[src/rtl/seq_detect_param.sv]
// Serial pattern detector with selectable overlap, one-cycle input stage and registered det pulse.
// Optional saturating match counter is built only when SEQ_DET_MATCH_CNT_EN is defined.
module seq_detect_param #(
  parameter int PAT_W = 4,
  parameter int CNT_W = 8
) (
  input  logic             clk,
  input  logic             rstn,
  input  logic             en,
  input  logic             in,
  input  logic             clr,
  input  logic             overlap,
  input  logic [PAT_W-1:0] pattern,
  output logic             det,
  output logic [CNT_W-1:0] match_cnt
);

  // state | meaning
  // fill  | number of accepted bits toward the next match, 0..PAT_W (saturates)
  localparam int FW = $clog2(PAT_W + 1);

  logic             in_q;
  logic             en_q;
  logic [PAT_W-1:0] history;
  logic [FW-1:0]    fill;

  logic [PAT_W-1:0] history_nx;
  logic [FW-1:0]    fill_nx;
  logic             match;

  always_comb begin
    history_nx = {history[PAT_W-2:0], in_q};
    fill_nx    = (fill == FW'(PAT_W)) ? fill : fill + FW'(1);
    match      = en_q && (fill_nx == FW'(PAT_W)) && (history_nx == pattern);
  end

  always_ff @(posedge clk or negedge rstn) begin
    if (!rstn) begin
      in_q    <= 1'b0;
      en_q    <= 1'b0;
      history <= '0;
      fill    <= '0;
      det     <= 1'b0;
    end else begin
      in_q <= in;
      if (clr) begin
        en_q    <= 1'b0;
        history <= '0;
        fill    <= '0;
        det     <= 1'b0;
      end else begin
        en_q <= en;
        det  <= match;
        if (en_q) begin
          history <= history_nx;
          // Non-overlapping mode restarts progress so the next match needs PAT_W fresh bits.
          fill    <= (match && !overlap) ? '0 : fill_nx;
        end
      end
    end
  end

`ifdef SEQ_DET_MATCH_CNT_EN
  always_ff @(posedge clk or negedge rstn) begin
    if (!rstn) begin
      match_cnt <= '0;
    end else if (clr) begin
      match_cnt <= '0;
    end else if (match && (match_cnt != {CNT_W{1'b1}})) begin
      match_cnt <= match_cnt + CNT_W'(1);
    end
  end
`else
  assign match_cnt = '0;
`endif

endmodule
[config.mk]
export PLATFORM = sky130hd
export DESIGN_NAME = seq_detect_param
export DESIGN_NICKNAME = d
export VERILOG_FILES = /design/src/rtl/seq_detect_param.sv
export SDC_FILE = /design/constraint.sdc
export NUM_CORES = 1
export LEC_CHECK = 0
export CELL_PAD_IN_SITES_DETAIL_PLACEMENT = 0
export CELL_PAD_IN_SITES_GLOBAL_PLACEMENT = 1
export CORE_ASPECT_RATIO = 0.8
export CORE_MARGIN = 2
export CORE_UTILIZATION = 30
export CTS_CLUSTER_DIAMETER = 150
export DETAILED_ROUTE_END_ITERATION = 10
export PLACE_DENSITY_LB_ADDON = 0.1
export SYNTH_ARGS = -nofsm -noshare
export SYNTH_HDL_FRONTEND = slang
export SYNTH_SLANG_ARGS = --single-unit
export TNS_END_PERCENT = 30
[constraint.sdc]
create_clock -name clk -period 2 [get_ports clk]
set_clock_uncertainty 0.05 [all_clocks]
set_input_delay 0.4 -clock clk [delete_from_list [all_inputs] [get_ports clk]]
set_output_delay 0.4 -clock clk [all_outputs]
set_load 0.01 [all_outputs]
---- Word level (Yosys, flattened, before mapping) ----
Index checks and enable logic that the tools add are counted.
storage, ports and cells
  bits of input ports ..................... 10
  logic and storage cells ................. 22
  output and inout port bits .............. 9
  flip-flop bits (word level) ............. 9
operators by class
  reductions and logical operators ........ 5
  equal/unequal tests ..................... 3
  mux-type cells .......................... 8
  add/sub/neg operators ................... 1
operator list
  operator               count
  $mux W3                6
  $eq A3 B3 Y1 const B   2
  $eq A4 B4 Y1           1
  $add A3 B1 Y3 const B  1
  $logic_and A1 B1 Y1    3
  $mux W1                2
  $reduce_bool A2 Y1     1
  $logic_not A1 Y1       1

---- Longest topological paths before layout ----
Gate-level depths: netlist of run 1.
  depth in word-level cells ............... 9
  gate-level depth with buffers ........... 6
  depth with buffers taken out ............ 6

---- Worst setup path before layout of run 1 ----
No wires, ideal clock.
  path kind ............................... register -> register
  from .................................... register fill[0]
  to ...................................... register det
  stages on the path, launching flop included .. 7
  data required time ...................... 1.878 ns
  path slack .............................. 0.522 ns
  data arrival time ....................... 1.356 ns
  library setup time ...................... 0.072 ns
  buffers on the path ..................... 0
  clock period less this slack ............ 1.478 ns
  cells stage by stage .................... dfrtp_1 -> inv_2 -> ha_1 -> nand2_2 -> xnor2_1 -> or4_1 -> nor2_1
between the ends
  word-level cells in the longest chain between the ends .. 6
  elaborated cells between the ends (all ways) .. 7
  classes of those cells .................. 1 x add/sub; 2 x eq/ne; 2 x mux; 2 x reduce/logical
ends and longest elaborated chain
  item                                           line  source
  from (decl)                                    25    logic [FW-1:0] fill;
  from (signal assigned)                         57    fill <= (match && !overlap) ? '0 : fill_nx;
  $add A3 B1 Y3 or $eq A3 B3 Y1 (tied branches)  33    fill_nx = (fill == FW'(PAT_W)) ? fill : fill + FW'(1);
  $mux W3 (*)                                    33
  $eq A3 B3 Y1 (*)                               34    match = en_q && (fill_nx == FW'(PAT_W)) && (history_nx == pattern);
  $logic_and A1 B1 Y1 (*) (2 in a row)           34
  $mux W1 (*)                                    46    if (clr) begin
  to (signal assigned)                           53    det <= match;
  to (decl)                                      14    output logic det,
Every way passes the cells marked *; elsewhere a longest branch is shown, timed or not.
A chain may end at the register's enable or synchronous reset.

---- Final worst setup path of run 1 ----
  from .................................... register det
  to ...................................... output port det
No word-level cell between the ends.

==> metrics, run 1 <==
status=completed; kind of critical path=register to output port; vias in the first global route=351; via count=339; CTS resizes=0; Worst-Skew Late Latency=270 ps; leak pwr=0.2847 nW; synth unique cells=21; VDD IR max=0.0002909 V; Initial Util=31.70%; largest area contributor in the netlist=dfrtp_1; worst-path maximum fanout=1; share of the synthesized area in the top cell type=44.12%; CP endpoint kind=output port; clock sinks=9; Pwr Density=635.2 nW/µm²; Synth Area per Inst=10.01 µm²; Final nets=just under 80; crit path DAT=1110 ps; RSZ-0062 raised after global routing=no; commonest non-fill, non-tap cells in the layout=clkdlybuf4s50_1 (10), dfrtp_1 (9), conb_1 (8); total track usage=11.08%; CTS Root Cell=clkbuf_4; drt first pass iters=3; crit-path leading delay family=buffers and inverters; post-synthesis adder-cell area fraction=4.902%; hpwl dp=692.8 µm; fmax=0.6392 GHz; Rows=13; die area=between 2000 and 2500 µm²; synth top area cells=dfrtp_1 (44%), buf_4 (12%), xnor2_1 (8.6%), mux2i_1 (7.8%), ha_1 (4.9%); setup ws final=435.6 ps; share of cells above drive strength 1=10.94%; Worst EP required=1550 ps; initial antenna violation count=0; Syn-to-layout area delta=24.51%; Post-Syn Instances=between 50 and 60; ANT nets after route=0; Synth Area in XOR/XNOR=10.29%; fin. max-slew vios=0; Wirelength per Cell=approximately 10 µm; Crit path largest cell delay=530 ps; Routed Wire Length=871 µm; MaxCap Viol Count=0; I/O pins=19; CP bufs+invs=1; Cell Chain, Critical Path=clkdlybuf4s50_1; dpl cells=82; global-route wire length before repair=1.504 mm; core area=1610 µm²; CP Launch Point=det; pin count of the biggest net entering global routing=10; Warnings, synthesis=0; Tcrit/Tclk final=between 70% and 80%; Non-Filler Instances=86; post-layout util=39.47%; mux contribution to synthesized area=7.843%; Final Wtd Congestion=0.7420; Final Setup Violations=0; CTS Buffer Depth=2; pre-CTS WS=266.7 ps; combinational family with the most area after synthesis=buffers and inverters; # Post-CTS Setup Buffers=0; number of buffers added on ports=10; global route total overflow=0; startpoint types=register; min cycle time layout=between 1500 and 2000 ps; post-synthesis sequential area ratio=between 40% and 50%; Horiz. Die Dim=approximately 50 µm; CTS tree=built; clk slew on worst S/H paths=70 ps; Layout fillers=169; drt initial violations=4; setup TNS=0 ps; CP max stage cell=clkdlybuf4s50_1; Compound-Gate Fraction of Synth Area=2.941%; ANT cells=0; Final Hold Fails=0; simple-gate share of the synthesized area=roughly 14%; vias per inst=a little under 4; CTS Hold Buffers Added=0; Synth Register Bits=9; post-synthesis cell area=510.5 µm²; number of remaining DRC errors=0; CTS buffer count=3; commonest non-fill, non-tap cell in the layout=clkdlybuf4s50_1; reg2reg start=fill[0]; min-delay worst type=input port to async pin; Vert. Die Dim=approximately 41 µm; htree depth=1
cells by family after synthesis:
| logic type | Yosys count |
|---|---|
| adders and majority gates | 2 |
| xor gates and xnor gates | 6 |
| other | 1 |
| AOI/OAI and AO/OA | 2 |
| buffers and inverters | 12 |
| muxes | 4 |
| and+or+nand+nor | 15 |
| DFF | 9 |
cell usage after synthesis:
library cell  count
dfrtp_1           9
buf_4             8
nor2_1            6
xnor2_1           5
mux2i_1           4
ha_1              2
inv_1             2
nand2_1           2
clkbuf_1          1
conb_1            1
inv_2             1
nand2_2           1
nand3_1           1
nand3b_1          1
nor2b_1           1
nor3_1            1
o2111ai_1         1
o22ai_1           1
or3_1             1
or4_1             1
xor2_1            1
routing by layer:
layer,up-vias,global-route usage [%],share of wire (%)
met5,-,0,0
met4,0,4.167,0
met3,0,5.474,6.3
met2,12,20.39,47
met1,152,11.31,46
li1,175,-,-
sequential cells by signal, indices dropped and copies added, names as in the netlist:
name	count
history	3
det	1
en_q	1
in_q	1
fill	3
area by class of cell:
cell class	count	area, µm²	area share (%)
clock inverters	1	5.005	0.7874
repair buffers	11	107.6	16.93
inverters	3	11.26	1.772
multi-input cells	37	236.5	37.20
clock buffers	3	22.52	3.543
flip-flops and latches	9	225.2	35.43
well taps	22	27.53	4.331
stage by stage:
step / area, µm² / total power [mW] / hold slack [ps]
global route: 635.6 / 0.4343 / 394.6
detailed placement: 608.1 / 0.2611 / 503.3
floorplan: 536.8 / 0.2419 / 54.41
global placement: 608.1 / 0.2613 / 495.5
finish: 635.6 / 0.4037 / 372.7
CTS: 635.6 / 0.4123 / 386.0
where the power goes:
part | switching (mW) | total [mW] | internal [mW]
registers | 0.00745 | 0.195 | 0.188
clock network | 0.0729 | 0.147 | 0.0740
logic | 0.0284 | 0.0614 | 0.0329
total | 0.109 | 0.404 | 0.295
path summary, 6_finish.rpt:
check                                   to  slack, ps  depth (start not counted)
worst min-delay path            history[1]        370                          1
max in group asynchronous          fill[0]       1220                          1
worst max register to register         det        440                          6
min in group clk                      in_q        510                          1
worst max-delay path                   det        440                          1
worst min register to register  history[0]        510                          2
No activity file was read; power rests on OpenSTA's default activity.
==> run 2: changes to the inputs <==
==> constraint.sdc (replaced) <==
create_clock -name clk -period 1.6 [get_ports clk]
set_clock_uncertainty 0.05 [all_clocks]
set_input_delay 0.32 -clock clk [delete_from_list [all_inputs] [get_ports clk]]
set_output_delay 0.32 -clock clk [all_outputs]
set_load 0.01 [all_outputs]
==> run 2 against run 1 <==
Hold slack got worse by 74 ps. Sequential share of layout area decreased by 1.4 points. Power increased by 26%. Clock power increased by 21%. Largest power group unchanged. Routed wire length decreased by 2.9%. Clock-buffer cell count increased by 1. Non-clock buffer count increased by 2. Die area unchanged. Via count increased by 7.1%. Critical endpoint is now det. Critical path depth increased by 5. Largest cell class unchanged. Design area increased by 4.1%.
==> metrics, run 2 (same netlist as run 1, synthesis figures left out) <==
initial antenna violation count=0 (unchanged); CTS Root Cell=clkbuf_4; leak pwr=0.2932 nW (+3.0%); status=completed; layer with the highest usage=met2; drt first pass iters=2 (-1); number of buffers added on ports=10 (unchanged); htree depth=1 (unchanged); ANT cells=0 (unchanged); Final Setup Violations=0 (unchanged); vias in the first global route=356 (+1.4%); CTS buffer count=3 (unchanged); Final Power=509.3 µW (+26%); crit path DAT=1640 ps (+530 ps); commonest non-fill, non-tap cell in the layout=clkdlybuf4s50_1; via count=363 (+7.1%); Pwr Density=769.5 nW/µm² (+21%); Int Power=380.6 µW (+29%); hpwl dp=688.1 µm (-0.68%); Final Wtd Congestion=0.7719 (+4.0%); Initial Util=31.70% (unchanged); fin. max-slew vios=0 (unchanged); pin count of the biggest net entering global routing=10 (unchanged); Rows=13 (unchanged); total track usage=10.83% (-0.26 points); FF+latch area=225.2 µm² (unchanged); Vert. Die Dim=40.90 µm (unchanged); area of the multi-input gates=249.0 µm² (+5.3%); Wirelength per Cell=9.614 µm (-5.1%); share of cells above drive strength 1=15.15% (+4.2 points); Final Hold Fails=0 (unchanged); kind of critical path=register to register; Non-Filler Instances=88 (+2.3%); Worst EP required=1750 ps (+200 ps); # Post-CTS Setup Buffers=0 (unchanged); Layout fillers=163 (-3.6%); number of remaining DRC errors=0 (unchanged); commonest non-fill, non-tap cells in the layout=clkdlybuf4s50_1 (10), dfrtp_1 (9), conb_1 (8); met1 Usage GRT=11.95% (+0.64 points); clock power share=34.9% (-1.5 points); Routed Wire Length=846 µm (-2.9%); met3 Usage GRT=5.839% (+0.36 points); CTS Hold Buffers Added=0 (unchanged); dpl cells=84 (+2.4%); Largest regs=fill x3, history x3; sequential share of power=47.9% (-0.5 points); CTS tree=built; ANT nets after route=0 (unchanged); Worst-Skew Late Latency=260 ps (about the same); switching power=128.7 µW (+18%); global-route wire length before repair=1.524 mm (+1.3%); global route total overflow=0 (unchanged); worst-path maximum fanout=2 (+1); MaxCap Viol Count=0 (unchanged); min-delay worst type=input port to async pin; Horiz. Die Dim=50.12 µm (unchanged); fmax=0.6700 GHz; I/O pins=19 (unchanged); CTS Buffer Depth=2 (unchanged); grt met2 use=18.09% (-2.3 points); Tcrit/Tclk final=between 90% and 100%; clk slew on worst S/H paths=60 ps (about the same); min cycle time layout=~1500 ps; Final nets=79 (+2.6%); vias per inst=4.125 (+4.6%); VDD IR max=0.0005180 V (+78%); die area=2050 µm² (unchanged); core area=1610 µm² (unchanged); RSZ-0062 raised after global routing=yes; startpoint types=register; CP endpoint kind=register; combinational share of power=17.2% (+2.0 points); Net Sw Frac=25.27% (-1.7 points); clock sinks=9 (unchanged); Syn-to-layout area delta=29.66%; drt initial violations=3 (-1)
[run 2: cell count changes in the layout (fill, tap and decap cells not counted)]
cell,previous run,this run
buf_4,1,3
clkbuf_1,0,1
clkinv_2,1,0
ha_1,2,1
ha_4,0,1
inv_1,2,1
inv_2,1,2
[run 2: through the flow]
step | instance area, µm² | hold slack [ps] | util [%] | TNS [ps] | worst slack, ps
after floorplan | 536.8 | -25.59 | - | 0 | 121.5
after global placement | 623.1 | 496.1 | 38.69 | -64.12 | -60.57
after detailed placement | 623.1 | 490.7 | 38.69 | -82.53 | -74.98
after CTS | 649.4 | 311.5 | 40.33 | 0 | 66.67
after global routing | 661.9 | 331.8 | 41.10 | -4.617 | -4.617
final | 661.9 | 298.4 | 41.10 | 0 | 107.5
[run 2: timing repair]
item	4_1_cts	5_1_grt
endpoints found under the hold margin	0	0
gates resized for setup	0	3
setup endpoints to repair	0	1
[run 2: final cells by class]
type                    count  area share, %
well taps                  22          4.159
multi-input cells          37          37.62
clock buffers               4          3.970
flip-flops and latches      9          34.03
inverters                   3          1.701
repair buffers             13          18.53
[run 2: routing by layer]
| metal | up-vias | share of wire, % |
|---|---|---|
| met4 | 0 | 1.2 |
| met2 | 12 | 46 |
| met1 | 168 | 45 |
| met5 | - | 0 |
| met3 | 2 | 7.0 |
| li1 | 181 | - |
[run 2: worst paths after layout]
check                           startpoint          to  slack (ps)  depth (start not counted)
worst min-delay path                  rstn         det         300                          1
worst min register to register        in_q  history[0]         490                          2
worst max-delay path               fill[0]         det         110                          6
worst max register to register     fill[0]         det         110                          6
min in group clk                        in        in_q         440                          1
max in group asynchronous             rstn  history[2]         920                          1
[run 2: critical path: stages (launching register included)]
cell and delay, ps:
dfrtp_1 390, inv_2 90, ha_4 130, nand2_2 50
xnor2_1 130, or4_1 490, nor2_1 90
[run 2: power groups by stage]
stage | clock network [mW] | registers [mW] | logic (mW)
2_1_floorplan | 0 | 0.244 | 0.0585
3_3_place_gp | 0 | 0.248 | 0.0837
3_5_place_dp | 0 | 0.248 | 0.0835
4_1_cts | 0.186 | 0.244 | 0.0840
5_1_grt | 0.207 | 0.245 | 0.0985
6_report | 0.178 | 0.244 | 0.0878
